`src/rtl/adc_emu_pkg.sv`:
```
// Shared constants for the ADC emulator: command frame field positions,
// mode register bit assignments and the conversion FSM state type.
package adc_emu_pkg;

  localparam int CMD_RW_BIT   = 23;
  localparam int CMD_ADDR_MSB = 22;
  localparam int CMD_ADDR_LSB = 8;
  localparam int CMD_DATA_MSB = 7;
  localparam int CMD_DATA_LSB = 0;

  localparam int MODE_TP_BIT  = 0;

  typedef enum logic {
    IDLE    = 1'b0,
    CONVERT = 1'b1
  } conv_state_e;

endpackage

```
`src/rtl/adc_emu_sync.sv`:
```
// 2-FF synchroniser for one asynchronous SPI pin, plus single-cycle
// rise/fall pulses derived from the synchronised value.
module adc_emu_sync (
  input  logic clk,
  input  logic rst,
  input  logic din,
  output logic dout,
  output logic rise,
  output logic fall
);

  logic s1, s2, prev;

  always_ff @(posedge clk) begin
    if (rst) begin
      s1   <= 1'b0;
      s2   <= 1'b0;
      prev <= 1'b0;
    end else begin
      s1   <= din;
      s2   <= s1;
      prev <= s2;
    end
  end

  assign dout = s2;
  assign rise = s2 & ~prev;
  assign fall = ~s2 & prev;

endmodule

```
`src/rtl/adc_emulator.sv`:
```
// SPI responder model of a multi-lane ADC fed by an AXI-Stream sample source.
// Optional internal counting test pattern: define ADC_EMU_TEST_PATTERN_EN.
module adc_emulator
  import adc_emu_pkg::*;
#(
  parameter int          NUM_SDI     = 4,
  parameter int          DATA_WIDTH  = 24,
  parameter int          CMD_WIDTH   = 24,
  parameter int          CONV_CYCLES = 40,
  parameter logic [14:0] MODE_ADDR   = 15'h0020
) (
  input  logic               aclk,
  input  logic               areset,
  input  logic               spi_cnv,
  input  logic               spi_csn,
  input  logic               spi_sck,
  input  logic               spi_sdi,
  output logic [NUM_SDI-1:0] spi_sdo,
  output logic               busy,
  input  logic [31:0]        s_axis_tdata,
  input  logic               s_axis_tvalid,
  output logic               s_axis_tready,
  output logic [7:0]         cfg_mode,
  output logic               underflow
);

  localparam int CW    = $clog2(CONV_CYCLES + 1);
  localparam int CNT_W = $clog2(CMD_WIDTH + 2);
  localparam logic [CW-1:0]    CNT_LOAD = CW'(CONV_CYCLES - 1);
  localparam logic [CNT_W-1:0] CNT_SAT  = CNT_W'(CMD_WIDTH + 1);
  localparam logic [CNT_W-1:0] CNT_FULL = CNT_W'(CMD_WIDTH);

  // pin index: 3 cnv, 2 csn, 1 sck, 0 sdi
  logic [3:0] sy, ry, fy;

  adc_emu_sync u_sync [3:0] (
    .clk  (aclk),
    .rst  (areset),
    .din  ({spi_cnv, spi_csn, spi_sck, spi_sdi}),
    .dout (sy),
    .rise (ry),
    .fall (fy)
  );

  logic cnv_rise, csn_rise, csn_fall, sck_rise, sck_fall, sdi_s;
  assign cnv_rise = ry[3];
  assign csn_rise = ry[2];
  assign csn_fall = fy[2];
  assign sck_rise = ry[1];
  assign sck_fall = fy[1];
  assign sdi_s    = sy[0];

  logic unused;
  assign unused = &{1'b0, sy[3:1], ry[0], fy[3], fy[0], s_axis_tdata[31:DATA_WIDTH]};

  conv_state_e state, next_state;
  logic [CW-1:0]         cnt;
  logic [DATA_WIDTH-1:0] pending, held;
  logic                  accept;

  logic                  use_tp;
  logic [DATA_WIDTH-1:0] tp_val;

`ifdef ADC_EMU_TEST_PATTERN_EN
  logic [DATA_WIDTH-1:0] tp_cnt;
  assign use_tp = cfg_mode[MODE_TP_BIT];
  assign tp_val = tp_cnt;

  always_ff @(posedge aclk) begin
    if (areset)               tp_cnt <= '0;
    else if (accept && use_tp) tp_cnt <= tp_cnt + 1'b1;
  end
`else
  assign use_tp = 1'b0;
  assign tp_val = '0;
`endif

  always_ff @(posedge aclk) begin
    if (areset) state <= IDLE;
    else        state <= next_state;
  end

  always_comb begin
    next_state = state;
    accept     = 1'b0;
    case (state)
      IDLE:    if (cnv_rise) begin
                 next_state = CONVERT;
                 accept     = 1'b1;
               end
      CONVERT: if (cnt == '0) next_state = IDLE;
      default: next_state = IDLE;
    endcase
  end

  assign busy          = (state == CONVERT);
  assign s_axis_tready = accept & ~use_tp & s_axis_tvalid & ~areset;

  always_ff @(posedge aclk) begin
    if (areset) begin
      cnt       <= '0;
      pending   <= '0;
      held      <= '0;
      underflow <= 1'b0;
    end else if (accept) begin
      cnt <= CNT_LOAD;
      if (use_tp)             pending <= tp_val;
      else if (s_axis_tvalid) pending <= s_axis_tdata[DATA_WIDTH-1:0];
      else begin
        // starved stream: repeat the last sample and flag it
        pending   <= held;
        underflow <= 1'b1;
      end
    end else if (state == CONVERT) begin
      if (cnt == '0) held <= pending;
      else           cnt  <= cnt - 1'b1;
    end
  end

  logic [DATA_WIDTH-1:0] sr;
  logic [CMD_WIDTH-1:0]  cmd_sr;
  logic [CNT_W-1:0]      bit_cnt;
  logic                  frame_act;
  logic                  wr_ok;

  assign wr_ok = frame_act && (bit_cnt == CNT_FULL) && !cmd_sr[CMD_RW_BIT] &&
                 (cmd_sr[CMD_ADDR_MSB:CMD_ADDR_LSB] == MODE_ADDR);

  // frame_act keeps SCK edges from acting outside a CSN fall..rise window,
  // including a frame that was cut short by reset
  always_ff @(posedge aclk) begin
    if (areset) begin
      sr        <= '0;
      cmd_sr    <= '0;
      bit_cnt   <= '0;
      frame_act <= 1'b0;
      cfg_mode  <= 8'h00;
    end else if (csn_fall) begin
      sr        <= held;
      cmd_sr    <= '0;
      bit_cnt   <= '0;
      frame_act <= 1'b1;
    end else if (csn_rise) begin
      sr        <= '0;
      frame_act <= 1'b0;
      if (wr_ok) cfg_mode <= cmd_sr[CMD_DATA_MSB:CMD_DATA_LSB];
    end else if (frame_act) begin
      if (sck_fall) sr <= {sr[DATA_WIDTH-NUM_SDI-1:0], {NUM_SDI{1'b0}}};
      if (sck_rise) begin
        cmd_sr <= {cmd_sr[CMD_WIDTH-2:0], sdi_s};
        if (bit_cnt != CNT_SAT) bit_cnt <= bit_cnt + 1'b1;
      end
    end
  end

  assign spi_sdo = sr[DATA_WIDTH-1 -: NUM_SDI];

endmodule

```
`config.mk`:
```
export PLATFORM = sky130hd
export DESIGN_NAME = adc_emulator
export DESIGN_NICKNAME = d
export VERILOG_FILES = /design/src/rtl/adc_emu_pkg.sv /design/src/rtl/adc_emu_sync.sv /design/src/rtl/adc_emulator.sv
export SDC_FILE = /design/constraint.sdc
export NUM_CORES = 1
export LEC_CHECK = 0
export ABC_AREA = 1
export BUFFER_PORTS_ARGS = -buffer_cell sky130_fd_sc_hd__buf_4
export CORE_ASPECT_RATIO = 0.7
export CORE_UTILIZATION = 32
export CTS_BUF_LIST = sky130_fd_sc_hd__clkbuf_4
export DETAILED_ROUTE_END_ITERATION = 6
export GPL_ROUTABILITY_DRIVEN = 0
export PLACE_DENSITY = 0.47
export SYNTH_ARGS = -nofsm -noshare
export SYNTH_HDL_FRONTEND = slang
export SYNTH_SLANG_ARGS = --single-unit
```
`constraint.sdc`:
```
create_clock -name aclk -period 3.9 [get_ports aclk]
set_clock_uncertainty 0.2 [all_clocks]
set_input_delay 0.195 -clock aclk [delete_from_list [all_inputs] [get_ports aclk]]
set_output_delay 0.195 -clock aclk [all_outputs]
set_load 0.01 [all_outputs]
```
==> results.md, run 1 <==
* # DRC at 0
* Drt wl/cell at between 10 and 15 µm
* Diode count at 0
* First-iteration detailed-routing DRC count at 202
* Yosys top cell by area: dfxtp_1
* Wirelength, routed at 12700 µm
* Sequential fraction of the synthesis area at 49.2%
* Maximum vdd ir drop at around 0.00017 V
* Synthesized area at around 5200 µm²
* Initial antenna violation count at 0
* Max Cap Violations at 0
* Fin crit period at 3.08 ns
* Htree depth at 4
* Critical path class: reg2reg
* Num CTS Buffers at 17
* CP Capture Point: pending[7]
* Synthesis-to-layout area growth at 28.4%
* Post-route ant nets at 0
* Worst Path Max Fanout at 30
* Power Dens Cells at 390 nW/µm²
* Routed vias/inst at 4.58
* Crit path max-delay cell type: dlygate4sd3_1
* Vias at 4646
* Arrival time at the worst endpoint at 3.34 ns
* Max-slew violations at 0
* Fin crit share at 78.9%
* Vias in the first global route at 4389
* Critical path depth at 8
* Worst reg2reg startpoint: u_sync[3].dout
* I/O Buffers at 45
* Flop2flop setup slack at 0.82 ns
* Worst reg2reg path depth at 8
* Clock sinks at 129
* GRT Overall Usage at 15.7%
* Post-layout nets at 828
* Starting density of the core at about a third
* Setup bufs post-CTS at 0
* Detailed Routing Iterations Pass 1 at 5
* Netlist cell types at 30
* Final TNS setup at 0 ns
* Actual slew at the worst max-slew pin at approximately 1.0 ns
* Std-Cell Rows at 38
* CTS clk-pin slew, worst paths at 0.11 ns
* Synthesized Nets at 725
* Clock Latency Late Sink at 0.52 ns
* Die width at roughly 160 µm
* Critical Path RT at 4.16 ns
* Status: finished clean
* Final setup violation count at 0
* Root Buffer: clkbuf_4
* CTS tree: yes
* Worst path bufs/invs at 3
* Leakage at 2.70 nW
* #FFs+latches synth at about 130
* Max Root-Sink Buffers at 2
* Share of the synthesized area in the top cell type at 49.2%
* Die Ht at 109 µm
* Hold Crit Class: reg2reg
* Reg-to-Reg End: pending[7]
* Crit start category: flip-flop
* Crit path capture type: flip-flop
* I/O pin count at 54
* Grt ovf at 0
* First-pass GRT wire length at just over 20000 µm
* Commonest non-fill, non-tap cells in the layout: 135 x nand2_1, 129 x dfxtp_1, 101 x nor2_1, 80 x dlygate4sd3_1, 68 x o21ai_0
* Most common cell after layout, fill and taps aside: nand2_1
* F_max at 325 MHz
* Unrepaired setup endpoints after global routing: false
* Synth Warn # at 0
* Crit path largest cell delay at approximately 0.59 ns
* Fraction of layout instances using a drive strength above 1 at 14.3%
* Total Power at ~0.0026 W
* Hold Vio Cnt, Final at 0
* Largest net degree at the start of global routing at 54
* Top post-synthesis cells by area: dfxtp_1 49%, nand2_1 9.7%, nor2_1 7.2%
* Cell family with most CP delay: buffers and inverters
* DP HPWL at around 7400 µm
* Most frequent CP cell: dlygate4sd3_1
* Crit-path cells: inv_1 > nor2_2 > nand2_4 > nor2_4 > nand2_1 > dlygate4sd3_1 > a31oi_1 > dlygate4sd3_1
* Setup crit start: u_sync[3].dout
* PostCTS Resize Cnt at 0
* Slew margin rel. at 31.2%
* Post-synthesis area per instance at 7.72 µm²
* Die footprint at ~17000 µm²
* Synthesized instance count at 679
* Number of fillers in the final layout at 1617
* Total core area at 15700 µm²
==> synthesized netlist by cell type <==
master and n:
a211oi_1 1, a21oi_1 26, a31oi_1 45, buf_1 2, buf_2 10, buf_4 10, buf_6 6, clkbuf_1 15
dfxtp_1 129, ha_1 7, inv_1 44, inv_2 2, inv_4 1, nand2_1 135, nand2_2 1, nand2_4 1
nand3_1 32, nand3_2 3, nand4_1 1, nor2_1 101, nor2_2 22, nor2_4 5, nor3_1 1, nor3_2 1
nor3b_2 1, o21ai_0 68, o21ai_1 5, or2_2 1, xnor2_1 2, xor2_1 1
==> where the power goes <==
part	internal [W]	switching [W]	leakage [nW]
Sequential	0.00136	0.0000292	1.05
Combinational	0.000107	0.000122	1.48
Clock	0.000523	0.000485	0.165
Total	0.00199	0.000636	2.70
==> layout make-up <==
type	count	area, µm²	share of cell area (%)
Sequential cell	129	2580	38.4
Multi-Input combinational cell	460	2230	33.1
Timing Repair Buffer	127	1150	17.1
Tap cell	220	275	4.09
Inverter	47	179	2.66
Clock inverter	12	165	2.45
Clock buffer	20	150	2.23
==> sequential cells by signal, indices dropped and copies added, names as in the netlist <==
| signal | flops |
|---|---|
| u_sync.s1 | 4 |
| bit_cnt | 5 |
| pending | 24 |
| cnt | 6 |
| underflow | 1 |
| u_sync.dout | 4 |
| sr | 24 |
| frame_act | 1 |
| u_sync.prev | 3 |
| held | 24 |
| cmd_sr | 24 |
| cfg_mode | 8 |
| busy | 1 |
==> stage by stage <==
step | worst slack, ns | hold slack (ns) | util [%] | cell area, µm² | std cells
3_5_place_dp | 1.33 | 0.192 | 35.7 | 5620 | 903
6_report | 0.823 | 0.207 | 42.8 | 6730 | 1015
3_3_place_gp | 1.37 | 0.195 | 35.7 | 5620 | 903
2_1_floorplan | 2.33 | 0.102 | - | 5240 | 679
5_1_grt | 0.597 | 0.223 | 42.8 | 6730 | 1015
4_1_cts | 0.879 | 0.207 | 42.8 | 6730 | 1015
==> cell families (layout without fill, tap and decap cells) <==
group / count (synthesis) / count (layout) / synth area share, %
compound gates: 145 / 145 / 15.0
xor+xnor: 3 / 3 / 0.501
fa+ha+maj: 7 / 7 / 1.67
buf+inv: 90 / 206 / 8.30
flops: 129 / 129 / 49.2
simple gates: 305 / 305 / 25.3
==> worst min-delay path: stages (launching register included) <==
cell	delay, ns
dfxtp_1	0.31
inv_1	0.04
nor2_1	0.03
==> routing by layer <==
layer | track usage, % | share of wire [%]
met2 | 24.8 | 44
met5 | 0 | 0
met3 | 2.90 | 4.1
met1 | 20.9 | 51
met4 | 7.28 | 1.2
==> timing repair <==
| item | CTS | global route |
|---|---|---|
| hold endpoints to repair | 39 | 0 |
| endpoints found under the setup margin | 0 | 0 |
| hold buffers | 80 | 0 |
==> how the worst min path moves through the flow <==
stage | startpoint | endpoint | slack [ns] | cells past startpoint
after CTS | u_sync[0].s1 | u_sync[0].dout | 0.21 | 2
after floorplan | spi_sdi | u_sync[0].s1 | 0.10 | 2
after detailed placement | u_sync[0].s1 | u_sync[0].dout | 0.19 | 2
after global placement | u_sync[0].s1 | u_sync[0].dout | 0.20 | 2
final | u_sync[0].s1 | u_sync[0].dout | 0.21 | 2
after global routing | u_sync[3].s1 | u_sync[3].dout | 0.22 | 2
No activity file was read; power rests on OpenSTA's default activity.
==> inputs of run 2 (changes only) <==
PLACE_DENSITY = 0.48   (was 0.47)
clock period = 2.5 ns   (was 3.9 ns; I/O delays follow)
==> run 2 against run 1 <==
Clock power increased by 49%. Flip-flop and latch count stayed put. Combinational power grew 54%. Register-to-register slack worse by 0.55 ns. Global-route usage is 0.21 points lower. Worst setup slack worse by 0.59 ns. Via count decreased by 2.5%. Non-clock buffer count decreased by 14. Largest power group unchanged.
==> results.md, run 2 (same netlist as run 1, synthesis figures left out) <==
* Commonest non-fill, non-tap cells in the layout: 135 x nand2_1, 129 x dfxtp_1, 101 x nor2_1, 68 x o21ai_0, 58 x dlygate4sd3_1
* Actual slew at the worst max-slew pin at 0.686 ns (-0.347 ns)
* GRT Overall Usage at 15.5% (-0.21 points)
* Total core area at 15700 µm² (unchanged)
* Number of fillers in the final layout at 1624 (+0.43%)
* Die footprint at 16900 µm² (unchanged)
* I/O pin count at 54 (unchanged)
* CTS tree: yes
* Vias in the first global route at 4343 (-1.0%)
* Final setup violation count at 0 (unchanged)
* # DRC at 0 (unchanged)
* Crit path capture type: output port
* Final TNS setup at 0 ns (unchanged)
* Hold WS at 0.209 ns (+0.00200 ns)
* Unrepaired setup endpoints after global routing: false
* Leakage at 2.56 nW (-4.9%)
* Reg power frac at 54.0% (+1.0 points)
* Total Power at 0.00402 W (+53%)
* Fin crit share at 90.9%
* Root Buffer: clkbuf_4
* Hold Vio Cnt, Final at 0 (unchanged)
* Hold Crit Class: reg2reg
* Clock power frac at 37.3% (-1.0 points)
* Critical Path RT at 2.17 ns (-1.99 ns)
* First-iteration detailed-routing DRC count at 241 (+19%)
* Arrival time at the worst endpoint at 1.95 ns (-1.39 ns)
* Internal at 0.00299 W (+50%)
* Htree depth at 4 (unchanged)
* Fraction of layout instances using a drive strength above 1 at 15.9% (+1.6 points)
* Most common cell after layout, fill and taps aside: nand2_1
* CTS clk-pin slew, worst paths at 0.12 ns (about the same)
* Post-route ant nets at 0 (unchanged)
* Power Dens Cells at 613 nW/µm² (+57%)
* Sw Ratio at 25.6% (+1.4 points)
* Setup bufs post-CTS at 0 (unchanged)
* Largest net degree at the start of global routing at 57 (+5.6%)
* Wirelength, routed at 12000 µm (-5.3%)
* Status: finished clean
* Crit start category: primary input
* NetSw at 0.00103 W (+62%)
* Worst Path Max Fanout at 56 (+87%)
* Num CTS Buffers at 17 (unchanged)
* Detailed Routing Iterations Pass 1 at 6 (+1)
* Maximum vdd ir drop at 0.000225 V (+31%)
* Synthesis-to-layout area growth at 25.1%
* Critical path class: in2out
* Die Ht at 109 µm (unchanged)
* Max Root-Sink Buffers at 2 (unchanged)
* Post-layout nets at 814 (-1.7%)
* Std-Cell Rows at 38 (unchanged)
* Crit path largest cell delay at 0.55 ns (-0.04 ns)
* Diode count at 0 (unchanged)
* I/O Buffers at 45 (unchanged)
* DP HPWL at 7490 µm (+1.9%)
* Fin crit period at between 2 and 2.5 ns
* Multi-input gate area at 2230 µm² (unchanged)
* Vias at 4528 (-2.5%)
* Clock sinks at 129 (unchanged)
* Max-slew violations at 0 (unchanged)
* Crit path max-delay cell type: dlygate4sd3_1
* Comb power frac at 8.8% (about the same)
* Clock Latency Late Sink at 0.51 ns (about the same)
* Starting density of the core at 33.3% (unchanged)
* Die width at 155 µm (unchanged)
* Slew margin rel. at 54.2% (+23 points)
* First-pass GRT wire length at 20700 µm (-0.33%)
* Routed vias/inst at 4.53 (-1.1%)
* F_max at 440 MHz
* Drt wl/cell at 12.0 µm (-3.8%)
* Initial antenna violation count at 0 (unchanged)
* Crit-path cells: dlygate4sd3_1 > buf_6 > inv_1 > buf_4 > nand2_1 > inv_1 > buf_4
* FF+latch area at 2580 µm² (unchanged)
* Grt ovf at 0 (unchanged)
* Max Cap Violations at 0 (unchanged)
run 2: cell types whose count changed in the layout (fill, tap and decap cells not counted), sizes merged:
cell and delta:
clkbuf -2, clkinv +1, dlygate4sd3 -22, inv +1, buf +8, bufinv -1
run 2: path summary, 6_finish.rpt:
kind | from | endpoint | slack [ns] | depth (start not counted)
max | areset | s_axis_tready | 0.23 | 7
min reg2reg | u_sync[0].s1 | u_sync[0].dout | 0.21 | 2
max reg2reg | u_sync[3].dout | pending[22] | 0.27 | 7
min | u_sync[0].s1 | u_sync[0].dout | 0.21 | 2
run 2: layout make-up:
class / count / area share (%)
clock buffers: 18 / 2.06
clock inverters: 13 / 2.50
inverters: 47 / 2.73
multi-input cells: 460 / 33.9
flip-flops and latches: 129 / 39.4
well taps: 220 / 4.20
repair buffers: 113 / 15.2
run 2: through the flow:
stage	cell area, µm²	instances	utilization, %	setup WS [ns]
after floorplan	5240	679	-	0.933
after global placement	5680	911	36.1	0.652
after detailed placement	5680	911	36.1	0.627
after CTS	6560	1000	41.7	0.0881
after global routing	6560	1000	41.7	0.0250
final	6560	1000	41.7	0.228
run 2: power by group through the flow:
stage | Combinational [W] | Clock [W] | Sequential, W
floorplan | 0.000220 | 0 | 0.00220
global placement | 0.000298 | 0 | 0.00222
detailed placement | 0.000304 | 0 | 0.00222
CTS | 0.000355 | 0.00155 | 0.00217
global route | 0.000401 | 0.00165 | 0.00218
finish | 0.000353 | 0.00150 | 0.00217
run 2: metal layers:
layer / track usage [%] / vias up / share of wire, %
met5: 0 / - / 0
met4: 5.59 / 0 / 1.0
met3: 3.62 / 12 / 2.8
met2: 23.1 / 52 / 42
met1: 21.7 / 2075 / 54
li1: - / 2389 / -
run 2: repair_timing:
action | CTS | global route
setup endpoints to repair | 0 | 1
hold buffers | 58 | 0
gates resized for setup | 0 | 1
endpoints found under the hold margin | 39 | 0
run 2: critical path, delay by kind of cell:
family,cells,cell delay [ns]
buffers and inverters,6,1.67
and+or+nand+nor,1,0.12
